<file path="config.mk">
export PLATFORM = sky130hd
export DESIGN_NAME = cpu_wb_arb
export DESIGN_NICKNAME = d
export VERILOG_FILES = /design/src/rtl/cpu_wb_pkg.sv /design/src/rtl/cpu_wb_fifo.sv /design/src/rtl/cpu_wb_arb.sv
export SDC_FILE = /design/constraint.sdc
export NUM_CORES = 1
export LEC_CHECK = 0
export ABC_CLOCK_PERIOD_IN_PS = 3000
export CELL_PAD_IN_SITES_DETAIL_PLACEMENT = 1
export CELL_PAD_IN_SITES_GLOBAL_PLACEMENT = 1
export CORE_ASPECT_RATIO = 1.5
export CORE_UTILIZATION = 45
export DETAILED_ROUTE_END_ITERATION = 8
export PLACE_DENSITY_LB_ADDON = 0.1
export SLEW_MARGIN = 20
export SYNTH_ARGS = -nofsm -noshare
export SYNTH_HDL_FRONTEND = slang
export SYNTH_SLANG_ARGS = --single-unit
</file>
<file path="constraint.sdc">
create_clock -name clk -period 3 [get_ports clk]
set_input_delay 0.3 -clock clk [delete_from_list [all_inputs] [get_ports clk]]
set_output_delay 0.3 -clock clk [all_outputs]
set_load 0.1 [all_outputs]
</file>
<file path="src/rtl/cpu_wb_pkg.sv">
// Shared types and defaults for the CPU register-file writeback path.
package cpu_wb_pkg;

  localparam int DEF_DEPTH = 4;
  localparam int DEF_AW    = 4;
  localparam int DEF_DW    = 32;

  localparam logic [3:0] REG_ZERO = 4'h0;

  typedef struct packed {
    logic [DEF_AW-1:0] dst;
    logic [DEF_DW-1:0] data;
  } wb_req_t;

endpackage

</file>
<file path="src/rtl/cpu_wb_fifo.sv">
// Load-return buffer: synchronous FIFO with a destination-register match
// query across all occupied entries.
module cpu_wb_fifo
  import cpu_wb_pkg::*;
#(
  parameter int DEPTH = DEF_DEPTH,
  parameter int DW    = DEF_DW,
  parameter int AW    = DEF_AW
) (
  input  logic                   clk,
  input  logic                   rst_n,
  input  logic                   push,
  input  logic                   pop,
  input  logic [AW-1:0]          push_dst,
  input  logic [DW-1:0]          push_data,
  input  logic [AW-1:0]          query,
  output logic [AW-1:0]          head_dst,
  output logic [DW-1:0]          head_data,
  output logic [$clog2(DEPTH):0] count,
  output logic                   full,
  output logic                   empty,
  output logic                   dst_hit
);

  localparam int PW = $clog2(DEPTH);
  localparam int CW = PW + 1;

  typedef struct packed {
    logic [AW-1:0] dst;
    logic [DW-1:0] data;
  } req_t;

  req_t             mem [DEPTH];
  logic [DEPTH-1:0] valid;
  logic [PW-1:0]    wr_ptr;
  logic [PW-1:0]    rd_ptr;

  // Caller guarantees push only when not full and pop only when not empty,
  // so push and pop never address the same slot in one cycle.
  always_ff @(posedge clk or negedge rst_n) begin
    if (!rst_n) begin
      wr_ptr <= '0;
      rd_ptr <= '0;
      count  <= '0;
      valid  <= '0;
    end else begin
      if (push) begin
        valid[wr_ptr] <= 1'b1;
        wr_ptr        <= wr_ptr + PW'(1);
      end
      if (pop) begin
        valid[rd_ptr] <= 1'b0;
        rd_ptr        <= rd_ptr + PW'(1);
      end
      case ({push, pop})
        2'b10:   count <= count + CW'(1);
        2'b01:   count <= count - CW'(1);
        default: ;
      endcase
    end
  end

  always_ff @(posedge clk) begin
    if (push) mem[wr_ptr] <= '{dst: push_dst, data: push_data};
  end

  always_comb begin
    dst_hit = 1'b0;
    for (int i = 0; i < DEPTH; i++) begin
      if (valid[i] && (mem[i].dst == query)) dst_hit = 1'b1;
    end
  end

  assign head_dst  = mem[rd_ptr].dst;
  assign head_data = mem[rd_ptr].data;
  assign full      = (count == CW'(DEPTH));
  assign empty     = (count == '0);

endmodule

</file>
<file path="src/rtl/cpu_wb_arb.sv">
// Writeback arbiter: merges in-order ALU results with buffered load returns
// onto the single register-file write port, filtering R0 and keeping WAW order.
module cpu_wb_arb
  import cpu_wb_pkg::*;
#(
  parameter int DEPTH = DEF_DEPTH,
  parameter int DW    = DEF_DW,
  parameter int AW    = DEF_AW
) (
  input  logic                   clk,
  input  logic                   rst_n,
  input  logic                   alu_vld,
  input  logic [AW-1:0]          alu_dst,
  input  logic [DW-1:0]          alu_data,
  output logic                   alu_stall,
  input  logic                   mem_vld,
  input  logic [AW-1:0]          mem_dst,
  input  logic [DW-1:0]          mem_data,
  output logic                   mem_rdy,
  output logic                   wrt_en,
  output logic [AW-1:0]          wrt_sel,
  output logic [DW-1:0]          wrt_data,
  output logic                   r0_drop,
  input  logic                   clr_r0_drop,
  output logic [$clog2(DEPTH):0] fifo_cnt
);

  logic          full;
  logic          empty;
  logic          dst_hit;
  logic          mem_acc;
  logic          push;
  logic          pop;
  logic          alu_r0;
  logic [AW-1:0] head_dst;
  logic [DW-1:0] head_data;
  logic          sel_en_p0;
  logic [AW-1:0] sel_dst_p0;
  logic [DW-1:0] sel_data_p0;

  cpu_wb_fifo #(.DEPTH(DEPTH), .DW(DW), .AW(AW)) u_fifo (
    .clk       (clk),
    .rst_n     (rst_n),
    .push      (push),
    .pop       (pop),
    .push_dst  (mem_dst),
    .push_data (mem_data),
    .query     (alu_dst),
    .head_dst  (head_dst),
    .head_data (head_data),
    .count     (fifo_cnt),
    .full      (full),
    .empty     (empty),
    .dst_hit   (dst_hit)
  );

  assign mem_rdy = !full;
  assign mem_acc = mem_vld && mem_rdy;
  assign push    = mem_acc && (mem_dst != AW'(REG_ZERO));
  assign alu_r0  = alu_vld && (alu_dst == AW'(REG_ZERO));

  // Stage p0: choose the write source. A pending load to the ALU's
  // destination, or a full buffer, forces the buffer to drain first.
  always_comb begin
    pop         = 1'b0;
    alu_stall   = 1'b0;
    sel_en_p0   = 1'b0;
    sel_dst_p0  = head_dst;
    sel_data_p0 = head_data;
    if (alu_r0) begin
      pop = !empty;
    end else if (alu_vld && !dst_hit && !full) begin
      sel_en_p0   = 1'b1;
      sel_dst_p0  = alu_dst;
      sel_data_p0 = alu_data;
    end else if (alu_vld) begin
      pop       = 1'b1;
      alu_stall = 1'b1;
    end else begin
      pop = !empty;
    end
    if (pop) sel_en_p0 = 1'b1;
  end

  // Stage p1: registered write port; index/data hold when idle.
  always_ff @(posedge clk or negedge rst_n) begin
    if (!rst_n) begin
      wrt_en   <= 1'b0;
      wrt_sel  <= '0;
      wrt_data <= '0;
      r0_drop  <= 1'b0;
    end else begin
      wrt_en <= sel_en_p0;
      if (sel_en_p0) begin
        wrt_sel  <= sel_dst_p0;
        wrt_data <= sel_data_p0;
      end
      if (alu_r0 || (mem_acc && !push)) r0_drop <= 1'b1;
      else if (clr_r0_drop)             r0_drop <= 1'b0;
    end
  end

endmodule

</file>
==> results of run 1 <==
==> cells in the mapped netlist, types with 2 or more instances <==
cell	count
sky130_fd_sc_hd__xnor2_1	7
sky130_fd_sc_hd__buf_2	17
sky130_fd_sc_hd__and2_1	6
sky130_fd_sc_hd__xor2_1	14
sky130_fd_sc_hd__dfrtp_1	49
sky130_fd_sc_hd__buf_4	8
sky130_fd_sc_hd__nor3_1	3
sky130_fd_sc_hd__and3_1	2
sky130_fd_sc_hd__nand2_1	12
sky130_fd_sc_hd__o21ai_0	18
sky130_fd_sc_hd__inv_1	7
sky130_fd_sc_hd__clkbuf_1	7
sky130_fd_sc_hd__ha_1	9
sky130_fd_sc_hd__nor2_1	37
sky130_fd_sc_hd__edfxtp_1	144
sky130_fd_sc_hd__inv_2	4
sky130_fd_sc_hd__mux4_2	36
sky130_fd_sc_hd__a31oi_1	35
sky130_fd_sc_hd__nand3_1	4
sky130_fd_sc_hd__a21oi_1	32
sky130_fd_sc_hd__o21ai_1	18
sky130_fd_sc_hd__nor4_2	2
sky130_fd_sc_hd__a32oi_1	4
==> what timing repair did <==
| item | 4_1_cts | 5_1_grt |
|---|---|---|
| hold buffers | 1 | 0 |
| endpoints found under the hold margin | 21 | 0 |
| endpoints found under the setup margin | 0 | 0 |
==> metal layers <==
layer,routed length (um),vias up
met1,7730,2519
li1,-,2141
met4,338,0
met5,0,-
met2,10600,110
met3,634,26
==> through the flow <==
| step | total power, mW | setup slack (ns) | cells | hold WS (ns) | utilization (%) |
|---|---|---|---|---|---|
| 6_report | 11.4 | 0.472 | 843 | 0.420 | 58.0 |
| 5_1_grt | 11.9 | 0.296 | 843 | 0.466 | 58.0 |
| 3_5_place_dp | 9.25 | 0.0202 | 810 | 0.350 | 54.5 |
| 3_3_place_gp | 9.12 | 0.177 | 810 | 0.336 | 54.5 |
| 2_1_floorplan | 7.78 | 0.118 | 488 | 0.00441 | - |
| 4_1_cts | 11.5 | 0.444 | 843 | 0.441 | 58.0 |
==> flip-flops by register name, summed over array words and instances (netlist names) <==
| register | cells |
|---|---|
| u_fifo.mem | 144 |
| wrt_data | 32 |
| u_fifo.valid | 4 |
| wrt_sel | 4 |
| u_fifo.count | 3 |
| u_fifo.rd_ptr | 2 |
| u_fifo.wr_ptr | 2 |
| r0_drop | 1 |
| wrt_en | 1 |
==> power groups by stage <==
stage                     Combinational (mW)  Sequential [mW]  Clock [mW]
after floorplan                         1.87             5.91           0
after global placement                  5.07             4.05           0
after detailed placement                5.16             4.09           0
after CTS                               5.17             4.04        2.29
after global routing                    5.40             4.10        2.38
final                                   5.10             4.02        2.25
==> path summary, 6_finish.rpt <==
check,end,slack (ns),cells after the start,from
worst min-delay path,wrt_data[6]$_DFFE_PN0P_,0.42,2,rst_n
min in group clk,u_fifo.mem[0][16]$_DFFE_PP_,0.50,1,mem_data[16]
max in group asynchronous,u_fifo.rd_ptr[1]$_DFFE_PN0P_,1.69,3,rst_n
worst min register to register,wrt_sel[0]$_DFFE_PN0P_,0.52,2,wrt_sel[0]$_DFFE_PN0P_
worst max register to register,u_fifo.count[2]$_DFFE_PN0P_,0.57,11,u_fifo.mem[3][33]$_DFFE_PP_
worst max-delay path,u_fifo.count[2]$_DFFE_PN0P_,0.47,10,mem_dst[0]
==> kinds of logic (layout without fill, tap and decap cells) <==
family	count (synthesis)	count (layout)	synth area share, %
flip-flops	193	193	70.2
XOR/XNOR	21	21	2.33
buffers and inverters	45	187	2.88
multiplexers	38	38	10.6
AND/OR/NAND/NOR	71	71	4.32
adder cells (fa/ha/maj)	10	10	1.68
AO/OA/AOI/OAI	110	110	7.98
==> layout by cell type (no fill, tap or decap), types with 2 or more instances in the layout <==
| cell type | netlist | final |
|---|---|---|
| sky130_fd_sc_hd__bufinv_16 | 0 | 2 |
| sky130_fd_sc_hd__o21ai_1 | 18 | 18 |
| sky130_fd_sc_hd__xor2_1 | 14 | 14 |
| sky130_fd_sc_hd__nor4_2 | 2 | 2 |
| sky130_fd_sc_hd__clkdlybuf4s50_1 | 0 | 83 |
| sky130_fd_sc_hd__clkbuf_1 | 7 | 2 |
| sky130_fd_sc_hd__dfrtp_1 | 49 | 44 |
| sky130_fd_sc_hd__and2_2 | 0 | 5 |
| sky130_fd_sc_hd__a21oi_1 | 32 | 31 |
| sky130_fd_sc_hd__buf_12 | 0 | 9 |
| sky130_fd_sc_hd__o21ai_0 | 18 | 18 |
| sky130_fd_sc_hd__nand3_1 | 4 | 2 |
| sky130_fd_sc_hd__nand2_1 | 12 | 12 |
| sky130_fd_sc_hd__clkbuf_16 | 0 | 17 |
| sky130_fd_sc_hd__nor2_1 | 37 | 37 |
| sky130_fd_sc_hd__ha_1 | 9 | 9 |
| sky130_fd_sc_hd__and3_1 | 2 | 2 |
| sky130_fd_sc_hd__inv_1 | 7 | 7 |
| sky130_fd_sc_hd__inv_6 | 0 | 4 |
| sky130_fd_sc_hd__nor3_1 | 3 | 3 |
| sky130_fd_sc_hd__xnor2_1 | 7 | 7 |
| sky130_fd_sc_hd__buf_4 | 8 | 50 |
| sky130_fd_sc_hd__inv_2 | 4 | 4 |
| sky130_fd_sc_hd__edfxtp_1 | 144 | 144 |
| sky130_fd_sc_hd__clkinv_4 | 0 | 5 |
| sky130_fd_sc_hd__a32oi_1 | 4 | 4 |
| sky130_fd_sc_hd__a31oi_1 | 35 | 35 |
| sky130_fd_sc_hd__mux4_2 | 36 | 36 |
| sky130_fd_sc_hd__dfrtp_2 | 0 | 5 |
==> area by class of cell <==
| cell class | count | area share [%] |
|---|---|---|
| clock buffers | 19 | 4.32 |
| clock inverters | 13 | 1.54 |
| inverters | 11 | 0.412 |
| multi-input cells | 250 | 21.6 |
| flip-flops and latches | 193 | 55.5 |
| well taps | 213 | 2.66 |
| repair buffers | 144 | 14.0 |
==> impl_results.md, run 1 <==
* I/O pin cnt at 120
* Post-CTS Resized at 0
* Net Sw Frac at a little over two fifths
* Global-route wire length before repair at 29,400 um
* Number of setup violations in the final report at 0
* Number of rows in the core area at 59
* Worst hold-check path type: primary input to async pin
* Power density relative to cell area at about 1100 nW/um^2
* Sequential cell fraction of total power at around 35%
* RD Place Congestion at between 0.8 and 0.9
* Antenna violations before repair at 0
* Post-synth top flop: sky130_fd_sc_hd__edfxtp_1
* HPWL after detailed placement at 12,900 um
* Placeable Area at approximately 17,000 sq um
* Met2 Usage GRT at 41.5%
* Final hold vios at 0
* Share of the yosys chip area belonging to registers at a little over two thirds
* Worst-Margin Slew at 0.966 ns
* Post-CTS Setup Repair Bufs at 0
* Area added between synthesis and finish at 26.7%
* Layout cells sized above 1 at between 20% and 30%
* Placement-stage cell area at roughly 9400 sq um
* Crit-path cells: clkdlybuf4s50_1 > or4_1 > and3_1 > inv_1 > ha_1 > inv_1 > fa_1 > xor2_1 > nor2_1 > xor2_1
* GRT overflow at 0
* Worst Path Max Fanout at 8
* Data required, critical path at 3.34 ns
* Netlist cell types at 36
* Design internal power at approximately 6.5 mW
* Layout Nets at 704
* Vias per Instance at between 5 and 6
* Clk network pwr share at approximately a fifth
* Clock latency at the later pin of the worst-skew pair at ~0.43 ns
* Async set-or-reset flop fraction in the synthesized netlist at between 20% and 30%
* Filler Cells Inserted at around 1,600
* Largest net degree at the start of global routing at around 40
* Net Count, Synth at roughly 580
* Residual DRC count at 0
* Element type at the critical path start: primary input
* Clock tree from TritonCTS: done
* Count of antenna diodes in the layout at 0
* Total global-route track usage at 22.9%
* Flop and latch count out of synthesis at between 150 and 200
* Met1 demand-to-capacity share in global routing at between 20% and 30%
* Setup TNS at 0 ns
* Number of routed nets with antenna violations at 0
* Total net switching power at 4.92 mW
* Yosys top cell area share at around 55%
* Critical path capture point type: flop
* Initial detailed-routing violation count at between 150 and 200
* Cell with the largest stage delay on the worst path: sky130_fd_sc_hd__or4_1
* Drt pass-1 iters at 4
* Achievable clock frequency at roughly 400 MHz
* Clock transition time at the flip-flop clock pins of the worst setup and hold paths at ~0.070 ns
* Worst supply voltage drop on vdd at roughly 0.87 mV
* Number of slew-limit violations in the final report at 0
* Die height at 164 um
* Most congested layer reported by global routing: met2
* Number of H-tree levels at 4
* Clock root buffer master: sky130_fd_sc_hd__clkbuf_16
* Count of clock tree sinks at 193
* Leakage power summed over all cells at 3.60 nW
* Chip width at 110 um
* Synthesized netlist cell count at slightly below 500
* Sum of routed wire length over all layers at 19,300 um
* Unrepaired setup endpoints after global routing: false
* Post-route standard cell area excluding fillers at approximately 10,000 sq um
* Number of warnings issued by yosys at 0
* Maximum buffer depth of the clock tree at 2
* Max Cap Viol at 0
* Post-route minimum period at ~2.5 ns
* Clock buffers created by TritonCTS at 17
* Initial cell density of the core at between 40% and 50%
* Outcome: completed
* Final cycle utilization of the critical path at between 80% and 90%
* Port Buf Inserts at approximately 120
* CP bufs+invs at 3
* Peak per-stage delay on the critical path at around 0.60 ns
* Flip-flop and latch area at 5560 sq um
* Total area of multi-input combinational cells at approximately 2200 sq um
* Number of flops mapped to enable cells by yosys at 144
* Max_slew headroom at a little over a third
* Crit path DAT at around 2.9 ns
* Combinational group share of total power at between 40 and 50%
* Family of cells with the greatest summed delay on the critical path: simple AND/OR/NAND/NOR gates
* Number of global-route vias before repair at about 5,300
* DR WL/cell at between 20 and 25 um
* Largest area contributor in the netlist: sky130_fd_sc_hd__edfxtp_1
* Die Area at about 18,000 sq um
* Via count of the routed design at roughly 4,800
* Post-Synthesis Mean Instance Area at between 15 and 20 sq um
* Summed instance area of the synthesized netlist at 7900 sq um
* Clock skew after layout at 0.00776 ns
* Global routing met3 resource utilization at roughly 3.9%
* Startpoint-to-endpoint class of the critical path: primary input to flop
* Top area cells in the synthesized netlist: sky130_fd_sc_hd__edfxtp_1 55%, sky130_fd_sc_hd__dfrtp_1 16%, sky130_fd_sc_hd__mux4_2 10%
(Power assumes the default switching activity.)
==> run 2: changes to the inputs <==
--- a/config.mk
+++ b/config.mk
@@ -5,11 +5,11 @@
 export SDC_FILE = /design/constraint.sdc
 export NUM_CORES = 1
 export LEC_CHECK = 0
-export ABC_CLOCK_PERIOD_IN_PS = 3000
+export ABC_CLOCK_PERIOD_IN_PS = 2040
 export CELL_PAD_IN_SITES_DETAIL_PLACEMENT = 1
 export CELL_PAD_IN_SITES_GLOBAL_PLACEMENT = 1
 export CORE_ASPECT_RATIO = 1.5
-export CORE_UTILIZATION = 45
+export CORE_UTILIZATION = 41
 export DETAILED_ROUTE_END_ITERATION = 8
 export PLACE_DENSITY_LB_ADDON = 0.1
 export SLEW_MARGIN = 20
==> constraint.sdc (replaced) <==
create_clock -name clk -period 2.04 [get_ports clk]
set_input_delay 0.204 -clock clk [delete_from_list [all_inputs] [get_ports clk]]
set_output_delay 0.204 -clock clk [all_outputs]
set_load 0.1 [all_outputs]
==> impl_results.md, run 2 (synthesis results as in run 1) <==
* Outcome: finished, violations left
* Failing checks: setup timing
* Die height at 172 um (+4.7%)
* Total net switching power at 7.41 mW (+50%)
* Port Buf Inserts at 119 (unchanged)
* Vias per Instance at 5.37 (-5.7%)
* Count of placed standard cells including taps at 878 (+8.4%)
* Most frequent standard cell in the layout excluding fill and tap cells: sky130_fd_sc_hd__edfxtp_1
* Die Area at 19,800 sq um (+9.6%)
* I/O pin cnt at 120 (unchanged)
* Initial detailed-routing violation count at 177 (-11%)
* Crit path DAT at 2.67 ns (-0.20 ns)
* Number of setup violations in the final report at 3 (+3)
* Filler Cells Inserted at 1,798 (+9.8%)
* Data required, critical path at 2.40 ns (-0.94 ns)
* Clk network pwr share at 19.9% (about the same)
* Post-route minimum period at 2.31 ns
* Clock skew after layout at 0.0122 ns (+0.00441 ns)
* Post-layout instance count excluding filler cells at 917 (+8.8%)
* Drt pass-1 iters at 4 (unchanged)
* Clock latency at the later pin of the worst-skew pair at 0.43 ns (about the same)
* Number of cell instances on the worst register-to-register path at 11 (unchanged)
* Number of rows in the core area at 61 (+3.4%)
* Startpoint-to-endpoint class of the critical path: flop to flop
* Number of H-tree levels at 4 (unchanged)
* Worst Slack Setup Final at -0.267 ns (-0.739 ns)
* Number of slew-limit violations in the final report at 0 (unchanged)
* Combinational group share of total power at 45.8% (+1.0 points)
* Capture instance of the worst register-to-register path: u_fifo.count[2]$_DFFE_PN0P_
* Initial cell density of the core at 42.3% (-3.5 points)
* Count of antenna diodes in the layout at 0 (unchanged)
* Count of clock tree sinks at 193 (unchanged)
* Worst supply voltage drop on vdd at 1.09 mV (+25%)
* Clock tree from TritonCTS: done
* DR WL/cell at 21.9 um (-4.5%)
* Element type at the critical path start: flop
* RD Place Congestion at 0.847 (+3.5%)
* Global-route wire length before repair at 31,000 um (+5.7%)
* Max_slew headroom at 64.2% (+29 points)
* Reg2reg start: u_fifo.mem[3][33]$_DFFE_PP_
* Number of routed nets with antenna violations at 0 (unchanged)
* Placeable Area at 18,700 sq um (+8.2%)
* GRT overflow at 0 (unchanged)
* Antenna violations before repair at 0 (unchanged)
* Total area of multi-input combinational cells at 2190 sq um (+1.6%)
* Leading cell types in the layout, fill and taps excluded: 144 x sky130_fd_sc_hd__edfxtp_1, 86 x sky130_fd_sc_hd__buf_4, 75 x sky130_fd_sc_hd__clkdlybuf4s50_1, 44 x sky130_fd_sc_hd__dfrtp_1, 37 x sky130_fd_sc_hd__nor2_1
* Layout Nets at 739 (+5.0%)
* Number of flip-flops under the largest register name at 144 (unchanged)
* Net Sw Frac at 42.7% (-0.60 points)
* Overall Power at 17.4 mW (+53%)
* Clock transition time at the flip-flop clock pins of the worst setup and hold paths at 0.07 ns (about the same)
* Layout cells sized above 1 at 29.8% (+6.3 points)
* Worst Hold Margin at 0.297 ns (-0.122 ns)
* Largest net degree at the start of global routing at 41 (unchanged)
* Number of global-route vias before repair at 5,504 (+3.8%)
* Clock buffers created by TritonCTS at 17 (unchanged)
* Most flops, register: u_fifo.mem
* Power density relative to cell area at 1660 nW/um^2 (+46%)
* Max Cap Viol at 0 (unchanged)
* Maximum buffer depth of the clock tree at 2 (unchanged)
* Residual DRC count at 0 (unchanged)
* Unrepaired setup endpoints after global routing: true
* Flip-flop and latch area at 5560 sq um (+0.14%)
* Sequential cell fraction of total power at 34.3% (-1.1 points)
* Setup TNS at -0.648 ns (-0.648 ns)
* Final hold vios at 0 (unchanged)
* Clock root buffer master: sky130_fd_sc_hd__clkbuf_16
* Achievable clock frequency at between 400 and 500 MHz
* Sum of routed wire length over all layers at 20,100 um (+3.9%)
* Total global-route track usage at 21.8% (-1.1 points)
* Leakage power summed over all cells at 3.80 nW (+5.6%)
* Registers with the most flip-flops: u_fifo.mem x144, wrt_data x32
* Setup slack on the worst flop-to-flop path at -0.27 ns (-0.84 ns)
* Final cycle utilization of the critical path at 113%
* Critical path capture point type: flop
* Design internal power at 9.95 mW (+54%)
* Worst Path Max Fanout at 2 (-6)
* Utilization of the core after routing at 55.8% (-2.1 points)
* Area added between synthesis and finish at 32.1%
* Via count of the routed design at 4,922 (+2.6%)
* Chip width at 115 um (+4.7%)
* Worst hold-check path type: primary input to async pin
* Worst-Margin Slew at 0.538 ns (-0.429 ns)
* HPWL after detailed placement at 13,500 um (+4.8%)
-- run 2: changes by cell type in the layout (fill, tap and decap cells not counted), sizes merged --
cell / previous run / this run
buf: 60 / 103
clkdlybuf4s50: 83 / 75
clkinvlp: 0 / 5
clkinv: 6 / 2
bufinv: 2 / 3
clkbuf: 19 / 18
inv: 16 / 15
-- run 2: timing repair --
action                                  CTS  global route
gates resized for setup                   2             2
pin swaps                                 2             2
hold endpoints to repair                 17             0
hold buffers                              1             0
setup buffers                             5             2
endpoints found under the setup margin    4            18
cloned                                    0             0
-- run 2: power groups by stage --
stage | clock network [mW] | registers, mW | logic, mW
6_report | 3.45 | 5.95 | 7.96
5_1_grt | 3.65 | 6.06 | 8.40
4_1_cts | 3.52 | 5.97 | 8.06
3_5_place_dp | 0 | 6.04 | 7.98
3_3_place_gp | 0 | 5.97 | 7.85
2_1_floorplan | 0 | 8.71 | 2.82
-- run 2: final cells by class --
type                       instances  area share, %
clock buffer                      18           4.21
clock inverter                    14           1.70
inverter                          11          0.443
multi-input combinational        250           21.0
sequential                       193           53.3
tap                              252           3.02
timing repair buffer             179           16.3
-- run 2: routing by layer --
layer | track usage (%) | up-vias | wire length (um)
met5 | 0 | - | 0
met1 | 24.4 | 2571 | 7690
met3 | 3.68 | 26 | 649
li1 | - | 2210 | -
met2 | 41.1 | 115 | 11500
met4 | 7.34 | 0 | 298
-- run 2: critical path, cell delays in order, from the launching register on --
cell                       delay [ns]
sky130_fd_sc_hd__edfxtp_1        0.46
sky130_fd_sc_hd__xor2_1          0.19
sky130_fd_sc_hd__nor4_2          0.33
sky130_fd_sc_hd__or3_4           0.20
sky130_fd_sc_hd__o21ai_4         0.06
sky130_fd_sc_hd__inv_2           0.06
sky130_fd_sc_hd__ha_4            0.13
sky130_fd_sc_hd__inv_2           0.03
sky130_fd_sc_hd__fa_2            0.33
sky130_fd_sc_hd__xor2_1          0.16
sky130_fd_sc_hd__nor2_1          0.13
sky130_fd_sc_hd__xor2_1          0.16
-- run 2: worst max path at each step --
stage | from | cells after the start | end | slack (ns)
after CTS | u_fifo.mem[3][33]$_DFFE_PP_ | 7 | alu_stall | -0.25
after floorplan | u_fifo.count[0]$_DFFE_PN0P_ | 12 | u_fifo.count[2]$_DFFE_PN0P_ | -0.49
final | u_fifo.mem[3][33]$_DFFE_PP_ | 11 | u_fifo.count[2]$_DFFE_PN0P_ | -0.27
after global placement | alu_dst[0] | 13 | u_fifo.count[2]$_DFFE_PN0P_ | -0.51
after detailed placement | alu_dst[1] | 12 | u_fifo.count[2]$_DFFE_PN0P_ | -0.57
after global routing | u_fifo.mem[3][33]$_DFFE_PP_ | 11 | u_fifo.count[2]$_DFFE_PN0P_ | -0.36
-- run 2: stage by stage --
stage	worst slack, ns	area, sq um
6_report	-0.267	10400
5_1_grt	-0.362	10400
4_1_cts	-0.245	10400
3_5_place_dp	-0.573	9750
3_3_place_gp	-0.510	9750
2_1_floorplan	-0.494	7990
